$ cat src/rtl/mem_arbiter_pkg.sv
// ---------------------------------------------------------------------------
// mem_arbiter_pkg
// Shared definitions for the memory arbiter and future memory controllers:
// FSM state encodings and the helper that sizes requester-index fields.
// No ports (package).
// ---------------------------------------------------------------------------
package mem_arbiter_pkg;

  // Arbiter sequencing states. Encodings are fixed so that other memory
  // controllers can decode them in debug buses.
  typedef enum logic [1:0] {
    ST_IDLE   = 2'd0,
    ST_ACCESS = 2'd1,
    ST_RESP   = 2'd2
  } state_t;

  // Width of an index into n requesters. It is never less than 1 so that a
  // 1-requester build still has a legal vector.
  function automatic int idx_width(input int n);
    return (n > 1) ? $clog2(n) : 1;
  endfunction

endpackage

$ cat src/rtl/mem_arbiter_rr_pick.sv
// ---------------------------------------------------------------------------
// rr_pick
// Combinational rotating-priority picker. It returns the first asserted
// request at or after ptr, wrapping from N-1 back to 0. With ptr tied to 0,
// it acts as a fixed lowest-index-wins picker.
// Ports:
//   req  in   N    request vector
//   ptr  in   IW   index that has highest priority this round
//   idx  out  IW   winning index (0 when any is low)
//   any  out  1    at least one request asserted
// ---------------------------------------------------------------------------
module rr_pick #(
  parameter int N  = 4,
  parameter int IW = 2
) (
  input  logic [N-1:0]  req,
  input  logic [IW-1:0] ptr,
  output logic [IW-1:0] idx,
  output logic          any
);

  int k;

  always_comb begin
    // NOTE: every combinational output gets a default before the loop, so no
    // path leaves it unassigned and no latch is inferred.
    idx = '0;
    any = 1'b0;
    k   = 0;
    for (int i = 0; i < N; i++) begin
      k = int'(ptr) + i;
      if (k >= N) k = k - N;
      if (!any && req[k]) begin
        any = 1'b1;
        idx = IW'(k);
      end
    end
  end

endmodule

$ cat src/rtl/mem_arbiter.sv
// ---------------------------------------------------------------------------
// mem_arbiter
// Shares one single-port register-file memory (1-cycle read latency) among
// N_REQ requesters. Each grant runs one memory access, followed by a
// one-hot response pulse that carries the read data. The FSM sequence is
// IDLE -> ACCESS -> RESP -> (ACCESS | IDLE).
// Configuration macro: MEM_ARB_FIXED_PRIO_EN
//   defined   : fixed priority, lowest asserted index wins (no RR pointer)
//   undefined : round-robin, the just-served requester drops to lowest
//               priority
// Ports:
//   clk        in   1             rising-edge clock
//   rst        in   1             synchronous reset, active-high
//   req_valid  in   N_REQ         request pending per requester
//   req_we     in   N_REQ         1=write, 0=read per requester
//   req_addr   in   N_REQ*ADDR_W  packed addresses
//   req_wdata  in   N_REQ*DATA_W  packed write data
//   req_ready  out  N_REQ         one-hot accept pulse
//   rsp_valid  out  N_REQ         one-hot completion pulse
//   rsp_rdata  out  DATA_W        read data during a read response, else 0
//   mem_en     out  1             memory access strobe
//   mem_we     out  1             memory write enable
//   mem_addr   out  ADDR_W        memory address
//   mem_wdata  out  DATA_W        memory write data
//   mem_rdata  in   DATA_W        memory read data (cycle after a read)
// ---------------------------------------------------------------------------
module mem_arbiter
  import mem_arbiter_pkg::*;
#(
  parameter int N_REQ  = 4,
  parameter int ADDR_W = 4,
  parameter int DATA_W = 8
) (
  input  logic                     clk,
  input  logic                     rst,
  input  logic [N_REQ-1:0]         req_valid,
  input  logic [N_REQ-1:0]         req_we,
  input  logic [N_REQ*ADDR_W-1:0]  req_addr,
  input  logic [N_REQ*DATA_W-1:0]  req_wdata,
  output logic [N_REQ-1:0]         req_ready,
  output logic [N_REQ-1:0]         rsp_valid,
  output logic [DATA_W-1:0]        rsp_rdata,
  output logic                     mem_en,
  output logic                     mem_we,
  output logic [ADDR_W-1:0]        mem_addr,
  output logic [DATA_W-1:0]        mem_wdata,
  input  logic [DATA_W-1:0]        mem_rdata
);

  localparam int IDX_W = idx_width(N_REQ);
  localparam logic [IDX_W-1:0] LAST_IDX = IDX_W'(N_REQ - 1);

  state_t           state_q, state_d;
  logic [IDX_W-1:0] grant_q, grant_d;
  logic             rd_q, rd_d;        // served access was a read
  logic [IDX_W-1:0] pick_ptr;
  logic [IDX_W-1:0] pick_idx;
  logic             pick_any;
  logic             grant_valid;

  assign grant_valid = req_valid[grant_q];

  // One picker serves both arbitration points (IDLE and RESP). They are
  // mutually exclusive states.
  rr_pick #(
    .N  (N_REQ),
    .IW (IDX_W)
  ) u_pick (
    .req (req_valid),
    .ptr (pick_ptr),
    .idx (pick_idx),
    .any (pick_any)
  );

`ifdef MEM_ARB_FIXED_PRIO_EN
  assign pick_ptr = '0;
`else
  logic [IDX_W-1:0] ptr_q;

  // The pointer moves past the requester only when its access really happens.
  // As a result, a still-valid requester that was just served gets the lowest
  // priority at the re-arbitration in RESP.
  always_ff @(posedge clk) begin
    if (rst) begin
      ptr_q <= '0;
    end else if (state_q == ST_ACCESS && grant_valid) begin
      ptr_q <= (grant_q == LAST_IDX) ? '0 : grant_q + 1'b1;
    end
  end

  assign pick_ptr = ptr_q;
`endif

  // State register.
  always_ff @(posedge clk) begin
    // NOTE: sequential state uses non-blocking assignments, so all registers
    // update together from values sampled before the edge.
    if (rst) begin
      state_q <= ST_IDLE;
      grant_q <= '0;
      rd_q    <= 1'b0;
    end else begin
      state_q <= state_d;
      grant_q <= grant_d;
      rd_q    <= rd_d;
    end
  end

  // Next-state logic.
  always_comb begin
    state_d = state_q;
    grant_d = grant_q;
    rd_d    = rd_q;
    unique case (state_q)
      ST_IDLE: begin
        if (pick_any) begin
          grant_d = pick_idx;
          state_d = ST_ACCESS;
        end
      end
      ST_ACCESS: begin
        // A requester that withdraws before it is accepted loses its slot.
        if (grant_valid) begin
          rd_d    = ~req_we[grant_q];
          state_d = ST_RESP;
        end else begin
          state_d = ST_IDLE;
        end
      end
      ST_RESP: begin
        if (pick_any) begin
          grant_d = pick_idx;
          state_d = ST_ACCESS;
        end else begin
          state_d = ST_IDLE;
        end
      end
      default: state_d = ST_IDLE;
    endcase
  end

  // Output logic. Reset masks every output in the same cycle. This means an
  // access whose response would fall in the reset cycle never reports.
  always_comb begin
    req_ready = '0;
    rsp_valid = '0;
    rsp_rdata = '0;
    mem_en    = 1'b0;
    mem_we    = 1'b0;
    mem_addr  = '0;
    mem_wdata = '0;
    if (!rst) begin
      unique case (state_q)
        ST_ACCESS: begin
          req_ready[grant_q] = grant_valid;
          mem_en             = grant_valid;
          mem_we             = grant_valid & req_we[grant_q];
          mem_addr           = req_addr[int'(grant_q)*ADDR_W +: ADDR_W];
          mem_wdata          = req_wdata[int'(grant_q)*DATA_W +: DATA_W];
        end
        ST_RESP: begin
          rsp_valid[grant_q] = 1'b1;
          rsp_rdata          = rd_q ? mem_rdata : '0;
        end
        default: ;
      endcase
    end
  end

endmodule
$ cat config.mk
export PLATFORM = sky130hd
export DESIGN_NAME = mem_arbiter
export DESIGN_NICKNAME = d
export VERILOG_FILES = /design/src/rtl/mem_arbiter_pkg.sv /design/src/rtl/mem_arbiter_rr_pick.sv /design/src/rtl/mem_arbiter.sv
export SDC_FILE = /design/constraint.sdc
export NUM_CORES = 1
export LEC_CHECK = 0
export ABC_AREA = 1
export BUFFER_PORTS_ARGS = -buffer_cell sky130_fd_sc_hd__buf_2
export CAP_MARGIN = 40
export CORE_MARGIN = 2
export CORE_UTILIZATION = 39
export DETAILED_ROUTE_END_ITERATION = 12
export PLACE_DENSITY = 0.87
export SLEW_MARGIN = 0
export SYNTH_ARGS = -nofsm -noshare
export SYNTH_HDL_FRONTEND = slang
export SYNTH_SLANG_ARGS = --single-unit
$ cat constraint.sdc
create_clock -name clk -period 1.7 [get_ports clk]
set_clock_uncertainty 0.1 [all_clocks]
set_input_delay 0.085 -clock clk [delete_from_list [all_inputs] [get_ports clk]]
set_output_delay 0.085 -clock clk [all_outputs]
set_load 0.05 [all_outputs]
=== Yosys cells after proc, flatten, opt, wreduce, memory -nomap -nowiden ===
Index checks and enable logic that the tools add are counted.

* Add/sub/neg operators: 8
* $lt $le $gt $ge: 10
* Equality and inequality tests: 4
* Shift-type cells: 2
* Mux-type cells: 50
* Bitwise gates (word level): 3
* Reduce and logical (&&, ||, !) cells: 12

{| class="wikitable"
|+ Operators by type and width
! kind !! number
|-
| less-than comparator 32 x 4 -> 1 bit (second input constant) || 4
|-
| 2-to-1 mux 32 bit || 4
|-
| >= comparator 32 x 4 -> 1 bit (second input constant) || 3
|-
| subtractor 32 x 4 -> 32 bit (second input constant) || 3
|-
| 2-to-1 mux 8 bit || 5
|-
| indexed part select 32 x 6 -> 8 bit || 1
|-
| 2-to-1 mux 4 bit || 6
|-
| 2-to-1 mux 1 bit || 20
|-
| indexed part select 16 x 5 -> 4 bit || 1
|-
| 2-to-1 mux 2 bit || 7
|-
| binary-select mux 1 bit (select 2 bit) || 6
|-
| adder 2 x 2 -> 3 bit (second input constant) || 2
|-
| one-hot mux 2 bit (3 select lines) || 1
|-
| logical AND 1 bit || 5
|-
| bitwise AND 4 bit || 1
|-
| equality test 2 bit (second input constant) || 2
|-
| AND reduction 2 bit || 2
|-
| subtractor 2 x 3 -> 4 bit (second input constant) || 1
|-
| adder 2 x 1 -> 3 bit (second input constant) || 1
|-
| >= comparator 2 x 3 -> 1 bit (second input constant) || 1
|-
| zero test 1 bit || 3
|-
| less-than comparator 2 x 3 -> 1 bit (second input constant) || 1
|-
| adder 2 x 1 -> 2 bit (second input constant) || 1
|-
| demux 1 bit (select 2 bit) || 1
|-
| 7 further kinds || 7
|}

* Bits in registers: 7
* Input port bits: 66
* Output and inout bits: 30
* Word-level logic and storage cells: 93

=== Depth between registers and ports, before layout ===
* Depth after elaboration: 17
* Mapped depth: 11
* Depth with buffers taken out: 11

=== Modules after synthesis ===
Synthesis repeated with hierarchy kept, for this count alone.

* Cells, all modules: 249
* Area, all modules: 1296.2 µm²

{| class="wikitable"
|+ Modules (own cells, without submodules)
! module !! times used !! cells an instance !! area an instance (µm²) !! seq. area each (µm²)
|-
| mem_arbiter || 1 || 190 || 977.2 || 140.1
|-
| rr_pick || 1 || 59 || 319.1 || 0.0
|}

=== Least setup slack after synthesis ===
No wires, ideal clock.

* Path kind: reg-to-output
* Start: register grant_q[1]
* End: output port req_ready[0]
* Data arrival time: 1.890 ns
* Required time: 1.515 ns
* Setup slack: -0.375 ns
* Cell stages (with the launch flop): 9
* Path buffers: 0
* Cell sequence: dfxtp_1 inv_2 a21oi_1 o21ai_1 nand2_1 nand2_2 nor2_4 inv_2 nor2_1

* Longest elaborated chain between the ends: 7
* Elaborated cells on any way between the ends: 10
* Classes of those cells: order compare (2); mux (6); bitwise (1); reduce/logical (1)

{| class="wikitable"
|+ RTL lines
! what !! RTL line !! RTL
|-
| start: declaration || mem_arbiter.sv:54 || <nowiki>logic [IDX_W-1:0] grant_q, grant_d;</nowiki>
|-
| start signal: assignment || mem_arbiter.sv:104 || <nowiki>grant_q <= grant_d;</nowiki>
|-
| less-than comparator 2 x 3 -> 1 bit (not written as such) / >= comparator 2 x 1 -> 1 bit (equally long branches) || mem_arbiter.sv:155 || <nowiki>req_ready[grant_q] = grant_valid;</nowiki>
|-
| logical AND 1 bit (not written as such) || mem_arbiter.sv:155 ||
|-
| 2-to-1 mux 1 bit (not written as such) || mem_arbiter.sv:155 ||
|-
| demux 1 bit (select 2 bit) || mem_arbiter.sv:155 ||
|-
| bitwise AND 4 bit (no source line) (*) || - ||
|-
| 2-to-1 mux 4 bit (*) || mem_arbiter.sv:153 || <nowiki>unique case (state_q)</nowiki>
|-
| 2-to-1 mux 4 bit (*) || mem_arbiter.sv:152 || <nowiki>if (!rst) begin</nowiki>
|-
| end: declaration || mem_arbiter.sv:40 || <nowiki>output logic [N_REQ-1:0] req_ready,</nowiki>
|}

Mark *: on every way between the ends. The rest lies on a longest branch, timed or not. The select of a mux whose other input is x is not followed.

=== Worst setup path after layout ===
* Start: register grant_q[0]
* End: output port req_ready[1]

Same word-level chain as after synthesis.

==> flow_metrics.env <==
export IMPL_fp_dieH_um=58.89
export IMPL_die_w_um=58.89
export IMPL_hold_viol=0
export IMPL_drtPass1Iterations=4
export IMPL_numCtsBuffers=3
export IMPL_status="complete, but fails checks"
export IMPL_finalCritPeriodShare_pct=103.5
export IMPL_drt_iter0_drc=84
export IMPL_cp_data_arrival_time_ns=1.58
export IMPL_period_needed_ns=1.760
export IMPL_drc=0
export IMPL_yosysSeqAreaShare_pct=11.93
export IMPL_max_cap_violations=0
export IMPL_failed_checks="setup timing"
export IMPL_clk_pin_slew_ns=0.06
export IMPL_core_area_um2=2805
export IMPL_wl_mm=4.616
export IMPL_wl_per_cell_um=12.89
export IMPL_root_buffer="clkbuf_4"
export IMPL_slowest_stage="dfxtp_4"
export IMPL_ys_ff_latch=7
export IMPL_hpwl_mm=3.386
export IMPL_yosysUniqueCellTypes=21
export IMPL_grt_overflow=0
export IMPL_hp_class="input port to flop"
export IMPL_critPathRequiredTime_ns=1.51
export IMPL_clk_insertion_delay_late_ns=0.25
export IMPL_cts_htree_levels=1
export IMPL_slew_headroom_pct=75.34
export IMPL_grt_max_degree=26
export IMPL_cts_tree="done"
export IMPL_finalSetupViolations=6
export IMPL_rows=19
export IMPL_fin_nets=398
export IMPL_antenna_left=0
export IMPL_grt_usage_pct=26.67
export IMPL_grt_first_pass_wirelength_mm=7.224
export IMPL_avgSynthCellArea_um2=5.176
export IMPL_cts_path_max_buffers=2
export IMPL_syn_cell_area_um2=1175
export IMPL_vias_per_cell=5.154
export IMPL_syn_to_final_growth_pct=69.65
export IMPL_crit_family="simple AND/OR/NAND/NOR gates"
export IMPL_clock_sinks=7
export IMPL_power_density_nw_per_um2=1309
export IMPL_path_max_fanout=7
export IMPL_p_leak_nw=1.038
export IMPL_syn_nets=297
export IMPL_ir_drop_uv=737.6
export IMPL_yosys_area_top_type="nor2_1"
export IMPL_path_cells="inv_4 -> a21oi_2 -> o21ai_1 -> nand2_1 -> nand2_4 -> nor2_4 -> inv_4 -> nor2_4 -> buf_8"
export IMPL_dpl_instance_area_um2=1800
export IMPL_stdcell_area_um2=1993
export IMPL_critPathKind="flop to primary output"
export IMPL_fin_tns_setup_ns=-0.1717
export IMPL_antenna_found_initial=0
export IMPL_synth_top_area_share_pct=21.73
export IMPL_fmax_mhz=568.1
export IMPL_r2r_slack_ns=0.15
export IMPL_worst_slew_pin_slew_ns=0.3660
export IMPL_worstSetupEndpointType="primary output"
export IMPL_diodes=0
export IMPL_die_area_um2=3467
export IMPL_fin_ws_ns=-0.06027
export IMPL_slew_viol_final=0
export IMPL_syn_instance_count=227
export IMPL_first_global_vias=1785
export IMPL_fin_cells=358
export IMPL_holdWs_ns=0.006054
export IMPL_synthTopCellsByArea="nor2_1, nand2_1, o21ai_0"
export IMPL_place_gp_congestion=0.8812
export IMPL_max_stage_delay_ns=0.38
export IMPL_rsz0062_at_grt="yes"
export IMPL_initial_core_util_pct=41.88
export IMPL_start_kind="flop"
export IMPL_power_w=0.002609
export IMPL_yosys_warnings=0
export IMPL_io_pins=96
export IMPL_port_buffers=95
export IMPL_placed_cells=351
export IMPL_num_vias=1845
export IMPL_layout_drive_gt1_share_pct=47.09
export IMPL_worst_path_buf_inv=3
## worst register-to-register path: cells and delay by family (launching register included)
kind,cells,cell delay (ns)
simple gates,10,0.79
flops,1,0.42
buf+inv,1,0.11
## final cells by class
class                   count  area (µm²)
multi-input cells         190        1011
fillers                   236       812.0
clock buffers               4       26.28
well taps                  31       38.79
repair buffers            106       683.2
inverters                  20       85.08
flip-flops and latches      7       148.9
## layer usage
| layer | global-route usage (%) | up-vias | share of wire, % | wire length, µm |
|---|---|---|---|---|
| met5 | 0 | - | 0 | 0 |
| met4 | 12.66 | 0 | 2.8 | 131 |
| met3 | 2.418 | 12 | 4.1 | 189 |
| met2 | 50.32 | 70 | 54 | 2509 |
| met1 | 29.51 | 837 | 39 | 1785 |
| li1 | - | 926 | - | - |
## per-stage QoR
stage / utilization (%) / setup WS [ns]
after global placement: 64.18 / 0.1313
after floorplan: - / -0.2331
after global routing: 71.05 / -0.1316
final: 71.05 / -0.06027
after CTS: 68.02 / -0.03951
after detailed placement: 64.18 / 0.04180
## synth_stat cells
cell and instances:
nand3_2 1, o22ai_1 1, buf_6 1, o21ai_1 1, buf_2 5, buf_4 1, inv_1 15, a21oi_1 18
inv_2 5, nand2_4 1, nand2_2 7, nor2_4 2, ha_1 4, nor3b_1 8, nand3_1 10, clkbuf_1 3
nand2_1 39, nor2_1 68, o21ai_2 1, dfxtp_1 7, o21ai_0 29
## repair_timing
| action | 4_1_cts | 5_1_grt |
|---|---|---|
| endpoints found under the setup margin | 20 | 23 |
| endpoints found under the hold margin | 1 | 0 |
| pin swaps | 1 | 2 |
| gates cloned | 0 | 0 |
| hold buffers | 1 | 0 |
| buffers inserted | 0 | 2 |
| gates resized for setup | 27 | 25 |
## flip-flops by register name (all words and copies together) (netlist names)
name / cells
grant_q: 2
pick_ptr: 2
state_q: 2
rd_q: 1
## final timing paths
check | endpoint | cells past startpoint | from
setup reg to reg | grant_q[0] | 11 | pick_ptr[1]
hold reg to reg | pick_ptr[0] | 2 | pick_ptr[0]
hold / removal | state_q[1] | 2 | rst
setup / recovery | req_ready[1] | 9 | grant_q[0]
## power by group
| group | total (W) | internal (W) | switching [W] |
|---|---|---|---|
| registers | 0.000317 | 0.000236 | 0.0000805 |
| logic | 0.00213 | 0.000743 | 0.00139 |
| clock network | 0.000159 | 0.0000901 | 0.0000686 |
## placed cells by master (no fill, tap or decap), types with 7 or more instances in the layout
master and instances:
nor2_4 7, nor3b_1 8, buf_2 74, buf_6 10, inv_1 13, o21ai_0 28, buf_4 17, nand3_1 10
a21oi_2 13, nand2_2 9, nor2_1 60, nand2_1 36
## kinds of logic after synthesis
family	Yosys count	share of synthesized area, %
AO/OA/AOI/OAI	50	21.73
adder cells (fa/ha/maj)	4	4.260
buffers and inverters	30	11.08
flip-flops	7	11.93
AND/OR/NAND/NOR	136	51.01
(Power assumes the default switching activity.)
